`src/rtl/mem_stage_pkg.sv`:
```
// Shared CPU definitions for the memory stage: FSM states, writeback source codes and timeout.
package mem_stage_pkg;

    typedef enum logic [1:0] {
        IDLE    = 2'd0,
        RD_WAIT = 2'd1,
        WR_WAIT = 2'd2
    } mem_state_t;

    localparam logic [1:0] DST_ALU  = 2'b00;
    localparam logic [1:0] DST_MEM  = 2'b01;
    localparam logic [1:0] DST_LINK = 2'b10;

    localparam logic [7:0] TIMEOUT = 8'd255;

    function automatic logic [31:0] word_align(input logic [31:0] addr);
        return {addr[31:2], 2'b00};
    endfunction

endpackage

```
`src/rtl/mem_timeout_ctr.sv`:
```
// Wait-cycle counter for the memory stage; flags expiry when the count reaches TIMEOUT.
module mem_timeout_ctr
    import mem_stage_pkg::*;
(
    input  logic clk,
    input  logic rst_n,
    input  logic clear,
    input  logic enable,
    output logic expired
);

    logic [7:0] count_reg;

    always_ff @(posedge clk or negedge rst_n) begin
        if (!rst_n) begin
            count_reg <= 8'd0;
        end else if (clear) begin
            count_reg <= 8'd0;
        end else if (enable) begin
            count_reg <= count_reg + 8'd1;
        end
    end

    assign expired = (count_reg == TIMEOUT);

endmodule

```
`src/rtl/mem_stage.sv`:
```
// Pipeline memory stage: issues one data-memory access per load/store, stalls upstream
// until ack or timeout, and produces a single-cycle writeback strobe per instruction.
module mem_stage
    import mem_stage_pkg::*;
(
    input  logic        clk,
    input  logic        rst_n,
    input  logic [31:0] pcIn,
    input  logic [31:0] src1RegIn,
    input  logic [31:0] aluCalcIn,
    input  logic [3:0]  destRegIn,
    input  logic        regWrEnIn,
    input  logic        memWrEnIn,
    input  logic        isLWIn,
    input  logic [1:0]  dstMuxIn,
    output logic        dmemReq,
    output logic        dmemWe,
    output logic [31:0] dmemAddr,
    output logic [31:0] dmemWData,
    input  logic        dmemAck,
    input  logic [31:0] dmemRData,
    output logic        stall,
    output logic        wbRegWrEn,
    output logic [3:0]  wbDestReg,
    output logic [31:0] wbData,
    output logic        memErr
);

    // Reset asserts immediately but releases two edges later, so the first active edge sees IDLE.
    logic [1:0] rst_sync_reg;
    logic       rst_int_n;

    always_ff @(posedge clk or negedge rst_n) begin
        if (!rst_n) begin
            rst_sync_reg <= 2'b00;
        end else begin
            rst_sync_reg <= {rst_sync_reg[0], 1'b1};
        end
    end

    assign rst_int_n = rst_sync_reg[1];

    mem_state_t  state_reg, state_next;
    logic [31:0] addr_reg, addr_next;
    logic [31:0] wdata_reg, wdata_next;
    logic [3:0]  lat_dest_reg, lat_dest_next;
    logic        lat_we_reg, lat_we_next;
    logic        wb_we_reg, wb_we_next;
    logic [3:0]  wb_dest_reg, wb_dest_next;
    logic [31:0] wb_data_reg, wb_data_next;
    logic        mem_err_reg, mem_err_next;

    logic        mem_op, is_store, is_load;
    logic [31:0] wb_src;
    logic        stall_raw, req_raw, we_raw;
    logic        ctr_clear, ctr_en, ctr_expired;

    // A load with the store bit also set is handled as a plain store.
    assign mem_op   = isLWIn | memWrEnIn;
    assign is_store = memWrEnIn;
    assign is_load  = isLWIn & ~memWrEnIn;

    always_comb begin
        case (dstMuxIn)
            DST_LINK:         wb_src = pcIn + 32'd4;
            DST_ALU, DST_MEM: wb_src = aluCalcIn;
            default:          wb_src = aluCalcIn;
        endcase
    end

    mem_timeout_ctr u_timeout_ctr (
        .clk     (clk),
        .rst_n   (rst_int_n),
        .clear   (ctr_clear),
        .enable  (ctr_en),
        .expired (ctr_expired)
    );

    always_ff @(posedge clk or negedge rst_int_n) begin
        if (!rst_int_n) begin
            state_reg <= IDLE;
        end else begin
            state_reg <= state_next;
        end
    end

    always_comb begin
        state_next = state_reg;
        case (state_reg)
            IDLE: begin
                if (mem_op) begin
                    state_next = is_store ? WR_WAIT : RD_WAIT;
                end
            end
            RD_WAIT, WR_WAIT: begin
                if (dmemAck || ctr_expired) begin
                    state_next = IDLE;
                end
            end
            default: state_next = IDLE;
        endcase
    end

    always_comb begin
        req_raw       = 1'b0;
        we_raw        = 1'b0;
        stall_raw     = 1'b0;
        ctr_clear     = 1'b0;
        ctr_en        = 1'b0;
        addr_next     = addr_reg;
        wdata_next    = wdata_reg;
        lat_dest_next = lat_dest_reg;
        lat_we_next   = lat_we_reg;
        wb_we_next    = 1'b0;
        wb_dest_next  = wb_dest_reg;
        wb_data_next  = wb_data_reg;
        mem_err_next  = mem_err_reg;
        case (state_reg)
            IDLE: begin
                ctr_clear = 1'b1;
                if (mem_op) begin
                    stall_raw     = 1'b1;
                    addr_next     = word_align(aluCalcIn);
                    wdata_next    = src1RegIn;
                    lat_dest_next = destRegIn;
                    lat_we_next   = regWrEnIn & is_load;
                end else begin
                    wb_we_next   = regWrEnIn;
                    wb_dest_next = destRegIn;
                    wb_data_next = wb_src;
                end
            end
            RD_WAIT, WR_WAIT: begin
                req_raw = 1'b1;
                we_raw  = (state_reg == WR_WAIT);
                // Ack beats a simultaneous timeout so a late-but-valid completion is kept.
                if (dmemAck) begin
                    if (state_reg == RD_WAIT) begin
                        wb_we_next   = lat_we_reg;
                        wb_dest_next = lat_dest_reg;
                        wb_data_next = dmemRData;
                    end
                end else if (ctr_expired) begin
                    mem_err_next = 1'b1;
                end else begin
                    stall_raw = 1'b1;
                    ctr_en    = 1'b1;
                end
            end
            default: ;
        endcase
    end

    always_ff @(posedge clk or negedge rst_int_n) begin
        if (!rst_int_n) begin
            addr_reg     <= 32'd0;
            wdata_reg    <= 32'd0;
            lat_dest_reg <= 4'd0;
            lat_we_reg   <= 1'b0;
            wb_we_reg    <= 1'b0;
            wb_dest_reg  <= 4'd0;
            wb_data_reg  <= 32'd0;
            mem_err_reg  <= 1'b0;
        end else begin
            addr_reg     <= addr_next;
            wdata_reg    <= wdata_next;
            lat_dest_reg <= lat_dest_next;
            lat_we_reg   <= lat_we_next;
            wb_we_reg    <= wb_we_next;
            wb_dest_reg  <= wb_dest_next;
            wb_data_reg  <= wb_data_next;
            mem_err_reg  <= mem_err_next;
        end
    end

    assign dmemReq   = req_raw;
    assign dmemWe    = we_raw;
    assign dmemAddr  = addr_reg;
    assign dmemWData = wdata_reg;
    assign stall     = stall_raw & rst_int_n;
    assign wbRegWrEn = wb_we_reg;
    assign wbDestReg = wb_dest_reg;
    assign wbData    = wb_data_reg;
    assign memErr    = mem_err_reg;

endmodule

```
`config.mk`:
```
export PLATFORM = sky130hd
export DESIGN_NAME = mem_stage
export DESIGN_NICKNAME = d
export VERILOG_FILES = /design/src/rtl/mem_stage_pkg.sv /design/src/rtl/mem_timeout_ctr.sv /design/src/rtl/mem_stage.sv
export SDC_FILE = /design/constraint.sdc
export NUM_CORES = 1
export LEC_CHECK = 0
export BUFFER_PORTS_ARGS = -buffer_cell sky130_fd_sc_hd__buf_2
export CELL_PAD_IN_SITES_DETAIL_PLACEMENT = 0
export CELL_PAD_IN_SITES_GLOBAL_PLACEMENT = 1
export CORE_MARGIN = 1
export CORE_UTILIZATION = 39
export DETAILED_ROUTE_END_ITERATION = 10
export HOLD_SLACK_MARGIN = 0.15
export PLACE_DENSITY = 0.92
export SYNTH_ARGS = -nofsm -noshare
export SYNTH_HDL_FRONTEND = slang
export SYNTH_SLANG_ARGS = --single-unit
```
`constraint.sdc`:
```
create_clock -name clk -period 10 [get_ports clk]
set_input_delay 1.5 -clock clk [delete_from_list [all_inputs] [get_ports clk]]
set_output_delay 1.5 -clock clk [all_outputs]
set_load 0.03 [all_outputs]
```
=== Word level (Yosys, flattened, before mapping) ===
Cells that the tools add are included.

* Flip-flop bits (word level): 117
* Latch bits: 0
* RAM bits: 0
* ROM bits: 0
* Input bits: 140
* Output and inout port bits: 105
* Word-level logic and storage cells: 64
* Memories kept: 0

* Add/subtract/negate cells: 2
* Multipliers: 0
* Divide/modulo/power cells: 0
* Magnitude comparators: 0
* Equal/unequal tests: 9
* Shift operators: 0
* Muxes and demuxes: 27
* Bitwise gates (word level): 6
* Reductions and logical operators: 9

{| class="wikitable"
|+ Operators with widths
! cell !! number
|-
| $mux W32 || 4
|-
| $pmux W32 S2 || 1
|-
| $add A32 B3 Y32 const B || 1
|-
| $mux W8 || 2
|-
| $mux W4 || 3
|-
| $mux W1 || 10
|-
| $ne A2 B2 Y1 const B || 5
|-
| $add A8 B1 Y8 const B || 1
|-
| $eq A8 B8 Y1 const B || 1
|-
| $pmux W4 S2 || 1
|-
| $mux W2 || 3
|-
| $eq A2 B2 Y1 const B || 2
|-
| $pmux W1 S2 || 2
|-
| $pmux W2 S2 || 1
|-
| $reduce_and A2 Y1 || 2
|-
| $reduce_and A4 Y1 || 1
|-
| $reduce_bool A2 Y1 || 2
|-
| $and A1 B1 Y1 || 3
|-
| $reduce_and A3 Y1 || 1
|-
| $eq A2 B1 Y1 const B || 1
|-
| $logic_not A2 Y1 || 1
|-
| $not A1 Y1 || 2
|-
| $reduce_or A2 Y1 || 1
|-
| $logic_or A1 B1 Y1 || 1
|-
| $or A1 B1 Y1 || 1
|}

=== Depth between registers and ports, before layout ===
Gate-level depths: netlist of the first run.

* Depth in word-level cells: 6
* Depth in mapped cells: 9
* Gate-level depth less buffers: 7

=== By module ===
A second synthesis of the first run with hierarchy kept.

* Cell total of the unflattened synthesis: 558
* Area total of the unflattened synthesis: 5,820.6 µm²

{| class="wikitable"
|+ By module, submodules not included
! module !! instances !! cells an instance !! area an instance (µm²) !! seq. area each (µm²)
|-
| mem_stage || 1 || 519 || 5,424.0 || 2,727.6
|-
| mem_timeout_ctr || 1 || 39 || 396.6 || 200.2
|}

=== Worst setup path after synthesis of the first run ===
No wires, ideal clock.

* Path type: reg-to-output
* From: reg rst_sync_reg[1]
* To: out stall
* Arrival: 3.483 ns
* Data required time: 8.500 ns
* Slack: 5.017 ns
* Cell stages (with the launch flop): 3
* Path buffers: 0
* Cell sequence: dfrtp_1 -> nand2b_1 -> a21oi_1

* Longest elaborated chain between the ends: 1

{| class="wikitable"
|+ RTL lines
! element !! line !! source
|-
| from (decl) || mem_stage.sv:30 || <nowiki>logic [1:0] rst_sync_reg;</nowiki>
|-
| from (signal assigned) || mem_stage.sv:37 || <nowiki>rst_sync_reg <= {rst_sync_reg[0], 1'b1};</nowiki>
|-
| $and A1 B1 Y1 || mem_stage.sv:180 || <nowiki>assign stall = stall_raw & rst_int_n;</nowiki>
|-
| to (decl) || mem_stage.sv:22 || <nowiki>output logic stall,</nowiki>
|}

No other way between the ends.

=== Final worst setup path of the first run ===
* From: in memWrEnIn
* To: out stall

* Longest elaborated chain between the ends: 4

{| class="wikitable"
|+ RTL lines
! element !! line !! source
|-
| from (decl) || mem_stage.sv:13 || <nowiki>input logic memWrEnIn,</nowiki>
|-
| $or A1 B1 Y1 || mem_stage.sv:59 || <nowiki>assign mem_op = isLWIn | memWrEnIn;</nowiki>
|-
| $mux W1 || mem_stage.sv:121 || <nowiki>if (mem_op) begin</nowiki>
|-
| $pmux W1 S2 || mem_stage.sv:118 || <nowiki>case (state_reg)</nowiki>
|-
| $and A1 B1 Y1 || mem_stage.sv:180 ||
|}

No other way between the ends.

==> out/metrics.cfg, run 1 <==
[clock_network]
post-cts-setup-buffers = 0
clockBufferDepth = 2
cts_root_buffer = clkbuf_16
htreeDepth = 4
hold_buffers = 0
cts_repair_resize_count = 0
clkSlewWorstSetupHoldPaths_ps = 60
cts_tree = done
cts_sinks = 117
insertion_delay_ps = 410
cts_buffers = 17

[critical_path]
cp-end-kind = output port
crit_fanout = 71
reg2reg_slack_ps = 7160
crit_path_start_kind = primary input
worstPathRequired_ps = 8500
crit_type = primary input to output port
r2r-end = wbData[31]$_DFFE_PN0P_
r2r-start = state_reg[0]$_DFFE_PN0P_
ff2ff_path_depth = 8
arrival_ps = 2850

[synthesis]
async_flop_share_pct = 100
synth_area_sq_um = 5700
synth_seq_area_share_pct = 51.3
synth-main-ff-cell = dfrtp_1
synthCells = 514
yosys_warnings = 0
syn_area_per_cell_sq_um = 11.1
post_synth_num_cell_types = 56
yosys_register_bits = 117
synth_edf_count = 0

[timing]
holdWs_ps = 354
slew_headroom_pct = 23.6
slew_violations = 0
setup_viol_count_final = 0
worstMarginPinSlew_ps = 1140
setup_ws_ps = 5650
max_freq_ghz = 0.230
skew_ps = 7.19
min_period_ps = 4350
finalHoldViolCount = 0
min_period_over_period_pct = 43.5
rsz0062_at_grt = false
setup_tns_ps = 0

[routing]
drc_errors = 0
drtAntennaViolNets = 0
num_vias = 4887
dr.pass1.iters = 4
viasPerCell = 5.17
drt-total-wl_microns = 15900
post_drt_wl_per_cell_microns = 16.8
drt_iter0_drc = 241

[floorplanning]
fp.dieW_microns = 123
die-area_sq_um = 15100
die_y_microns = 123
core.rowCount = 43
start_util_pct = 40.5
core-area_sq_um = 14100
io_pins = 245

[power_and_ir_drop]
power.leakage_nw = 3.63
pwr-share-seq_pct = 29.7
vdd_drop_max_mv = 0.169
power_density_nw_per_um2 = 351
power.internal_mw = 1.51
power_frac_comb_pct = 48.2
p_clk_share_pct = 22.1
p_sw_share_pct = 43.7
p_sw_mw = 1.17
power.total_mw = 2.68

[global_routing]
grtUsageTotal_pct = 22.0
grt_pass1_wl_microns = 25000
antenna_found_initial = 3
overflow = 0
grt_max_degree = 72
grt_pass1_vias = 4892

[layout]
layout_common_cells = buf_2 (242), dfrtp_1 (116), mux2_2 (66), nand2_1 (45), a21oi_1 (30)
fin_area_sq_um = 7640
final_common_cell = buf_2
post-route-util_pct = 54.2
regArea_sq_um = 2930
final_nets = 897
fillCellCount = 1258
multi_input_area_sq_um = 2610
instances_no_fill = 946
area_growth_pct = 33.9
drive_gt1_share_pct = 46.9

[run]
maxCapViolCount = 0

[min_path]
hold_start = rst_sync_reg[0]$_DFF_PN0_
min_path_cells = 0
worstHoldEndpoint = rst_sync_reg[1]$_DFF_PN0_
hold_class = register to register

[placed_design]
place_ws_ps = 5590
io_buffers = 242
hpwl_microns = 11500
globalplace.congestion = 0.845
dpl.cell_count = 912
placed_area_sq_um = 7050

[outcome]
outcome = finished clean

-- worst max path at each step --
| stage | start | endpoint | depth (start not counted) |
|---|---|---|---|
| 4_1_cts | memWrEnIn | stall | 5 |
| 3_3_place_gp | memWrEnIn | stall | 5 |
| 5_1_grt | memWrEnIn | stall | 5 |
| 3_5_place_dp | memWrEnIn | stall | 5 |
| 2_1_floorplan | rst_sync_reg[1]$_DFF_PN0_ | stall | 2 |
| 6_report | memWrEnIn | stall | 5 |
-- cell type report --
type	count	area share [%]
diodes	2	0.0655
clock buffers	21	5.90
clock inverters	11	1.67
inverters	7	0.344
multi-input cells	359	34.1
flip-flops and latches	117	38.4
well taps	180	2.95
repair buffers	249	16.5
-- power by group through the flow --
stage               sequential [mW]  combinational, mW  clock, mW
floorplan                      1.19              0.542          0
CTS                           0.795               1.30      0.607
finish                        0.795               1.29      0.593
detailed placement            0.799               1.30          0
global placement              0.787               1.28          0
global route                  0.821               1.39      0.626
-- synth_stat cells (3+ instances only) --
| cell type | n | area share [%] |
|---|---|---|
| nand2b_1 | 5 | 0.55 |
| dfrtp_1 | 117 | 51 |
| xnor2_1 | 20 | 3.1 |
| mux2_2 | 66 | 13 |
| buf_4 | 3 | 0.39 |
| ha_1 | 6 | 1.3 |
| nand3_1 | 10 | 0.88 |
| a31oi_1 | 6 | 0.66 |
| a221o_1 | 3 | 0.53 |
| a221oi_1 | 11 | 1.7 |
| and2_1 | 3 | 0.33 |
| o21bai_1 | 3 | 0.39 |
| nor4_1 | 8 | 0.88 |
| clkbuf_1 | 18 | 1.2 |
| mux2i_1 | 4 | 0.70 |
| and3_1 | 16 | 1.8 |
| nor3_1 | 5 | 0.44 |
| xor2_1 | 13 | 2.0 |
| inv_1 | 7 | 0.46 |
| a211oi_1 | 3 | 0.39 |
| nand4_1 | 10 | 1.1 |
| buf_2 | 4 | 0.35 |
| nor2b_1 | 3 | 0.33 |
| a21oi_1 | 30 | 2.6 |
| o221ai_1 | 3 | 0.46 |
| nand2_1 | 45 | 3.0 |
| o21ai_0 | 29 | 2.5 |
| nor2_1 | 24 | 1.6 |
-- worst max-delay path, cell delays in order --
cell and delay, ps:
buf_2 150, o21ai_4 120, buf_4 720, a21oi_1 150, buf_2 210
-- cells by family after synthesis --
| kind of cell | count (synthesis) | synth area share (%) |
|---|---|---|
| muxes | 70 | 13.7 |
| AOI/OAI and AO/OA | 102 | 11.4 |
| xor gates and xnor gates | 33 | 5.07 |
| and+or+nand+nor | 145 | 13.5 |
| buffers and inverters | 39 | 3.55 |
| adders and majority gates | 6 | 1.32 |
| other | 2 | 0.132 |
| DFF | 117 | 51.3 |
-- routing by layer --
| metal | global-route usage, % | share of wire [%] |
|---|---|---|
| met5 | 0 | 0.082 |
| met4 | 9.53 | 2.2 |
| met3 | 6.60 | 6.4 |
| met2 | 36.6 | 49 |
| met1 | 26.4 | 42 |
(Power assumes the default switching activity.)
==> inputs of run 2 (changes only) <==
- CORE_UTILIZATION: 39 -> 36
- PLACE_DENSITY: 0.92 -> 0.86
- clock period: 10 -> 4.4 ns (I/O delays scaled with it)
==> run 2 against run 1 <==
  * Clock skew decreased by 1.7 ps
  * Clock power increased by 130%
  * Final cell count increased by 3.6%
  * Sequential share of layout area decreased by 0.31 points
  * Critical endpoint unchanged
  * Critical path depth increased by 1
  * Global-route usage decreased by 1.2 points
  * Count of clock-buffer cells in the layout decreased by 4
  * Utilization decreased by 3.9 points
  * Die area increased by 8.2%
  * Largest power group unchanged
  * Combinational power increased by 130%
  * Worst setup slack got worse by 4300 ps
  * Highest routed layer is now met4
==> out/metrics.cfg, run 2 (same netlist as run 1, synthesis figures left out) <==
[power_and_ir_drop]
power_density_nw_per_um2 = 791  ; +130%
vdd_drop_max_mv = 0.419  ; +150%
power.total_mw = 6.09  ; +130%
power.leakage_nw = 3.65  ; +0.51%

[critical_path]
path_cells = inv_1, ha_2, nor2b_1, o21ai_0, a21oi_1, buf_2
crit_path_top_delay_cell = ha_2
worstPathRequired_ps = 3740  ; -4760 ps
crit_type = register to output port
crit_path_start_kind = register
cp-end-kind = output port
crit_fanout = 27  ; -62%
critPathMaxStageDelay_ps = 640  ; -80 ps
crit_start = state_reg[0]$_DFFE_PN0P_
reg2reg_slack_ps = 1730  ; -5430 ps
ff2ff_path_depth = 6  ; -2
arrival_ps = 2370  ; -480 ps
r2r-start = state_reg[0]$_DFFE_PN0P_

[timing]
setup_ws_ps = 1370  ; -4280 ps
slew_headroom_pct = 18.3  ; -5.3 points
setup_tns_ps = 0  ; unchanged
min_period_ps = 3030
rsz0062_at_grt = false
min_period_over_period_pct = 68.9
finalHoldViolCount = 0  ; unchanged
slew_violations = 0  ; unchanged
skew_ps = 5.54  ; -1.65 ps
max_freq_ghz = 0.330
setup_viol_count_final = 0  ; unchanged
worstMarginPinSlew_ps = 1220  ; +79.1 ps

[min_path]
hold_class = register to async pin

[clock_network]
insertion_delay_ps = 420  ; about the same
htreeDepth = 4  ; unchanged
clkSlewWorstSetupHoldPaths_ps = 60  ; about the same
post-cts-setup-buffers = 0  ; unchanged
clockBufferDepth = 2  ; unchanged
cts_tree = done
cts_buffers = 17  ; unchanged
cts_sinks = 117  ; unchanged
cts_root_buffer = clkbuf_16

[placed_design]
hpwl_microns = 12200  ; +5.4%
io_buffers = 242  ; unchanged
placed_area_sq_um = 7100  ; +0.66%
globalplace.congestion = 0.812  ; -3.8%
place_ws_ps = 1720  ; -3870 ps

[floorplanning]
core.rowCount = 45  ; +4.7%
die_y_microns = 128  ; +4.0%
start_util_pct = 37.2  ; -3.2 points
io_pins = 245  ; unchanged
fp.dieW_microns = 128  ; +4.0%
die-area_sq_um = 16400  ; +8.2%
core-area_sq_um = 15300  ; +8.6%

[layout]
final_nets = 899  ; +0.22%
drive_gt1_share_pct = 47.3  ; +0.40 points
final_common_cell = buf_2
fin_area_sq_um = 7700  ; +0.82%
layout_common_cells = buf_2 (242), dfrtp_1 (116), mux2_2 (66), nand2_1 (45), a21oi_1 (30)
area_growth_pct = 35.0

[routing]
dr.pass1.iters = 4  ; unchanged
drt-total-wl_microns = 16300  ; +2.6%
drtAntennaViolNets = 0  ; unchanged
num_vias = 4955  ; +1.4%
post_drt_wl_per_cell_microns = 16.7  ; -0.94%
drc_errors = 0  ; unchanged
viasPerCell = 5.06  ; -2.1%
drt_iter0_drc = 269  ; +12%

[global_routing]
grt_max_degree = 53  ; -26%
grt_pass1_wl_microns = 25700  ; +3.2%
grt_pass1_vias = 4838  ; -1.1%
antenna_found_initial = 1  ; -2
grtUsageTotal_pct = 20.8  ; -1.2 points
overflow = 0  ; unchanged

[run]
maxCapViolCount = 0  ; unchanged

[outcome]
outcome = finished clean

-- run 2: worst paths after layout --
path / end
max in group asynchronous: wbData[11]$_DFFE_PN0P_
min in group clk: rst_sync_reg[1]$_DFF_PN0_
max: stall
max reg2reg: wbData[24]$_DFFE_PN0P_
min reg2reg: dmemWData[18]$_DFFE_PN0P_
min: dmemWData[18]$_DFFE_PN0P_
-- run 2: metrics by stage --
stage / util, % / std cells / hold WS [ps]
after floorplan: - / 515 / 331
after CTS: 50.2 / 977 / 349
after global placement: 46.4 / 944 / 336
after detailed placement: 46.4 / 944 / 336
after global routing: 50.2 / 977 / 350
final: 50.3 / 980 / 327
-- run 2: what timing repair did --
item | in CTS | in global routing
resized for setup | 0 | 0
hold buffers | 1 | 0
hold endpoints to repair | 2 | 0
-- run 2: critical path: cells and delay by family (launching register included) --
family                     cells  cell delay (ps)
adders and majority gates      1              640
DFF                            1              400
AOI/OAI and AO/OA              2              320
buffers and inverters          2              310
and+or+nand+nor                1              270
-- run 2: metal layers --
metal | up-vias | wire, microns | part of all wire [%] | track usage (%)
met5 | - | 0 | 0 | 0
li1 | 2332 | - | - | -
met1 | 2410 | 7000 | 43 | 25.2
met4 | 0 | 221 | 1.4 | 6.57
met3 | 17 | 1280 | 7.9 | 7.26
met2 | 196 | 7830 | 48 | 34.6
-- run 2: power breakdown --
part | leakage [nW] | switching (mW) | total (mW) | internal [mW]
clock network | 0.272 | 0.531 | 1.37 | 0.835
logic | 1.96 | 1.90 | 2.92 | 1.02
registers | 1.42 | 0.240 | 1.80 | 1.56
total | 3.65 | 2.67 | 6.09 | 3.42
-- run 2: cell type report --
class / instances / area (sq um)
antenna: 3 / 7.51
clock buffer: 17 / 425
clock inverter: 15 / 156
fill: 1500 / 7610
inverter: 7 / 26.3
multi-input combinational: 359 / 2610
sequential: 117 / 2930
tap: 211 / 264
timing repair buffer: 251 / 1280
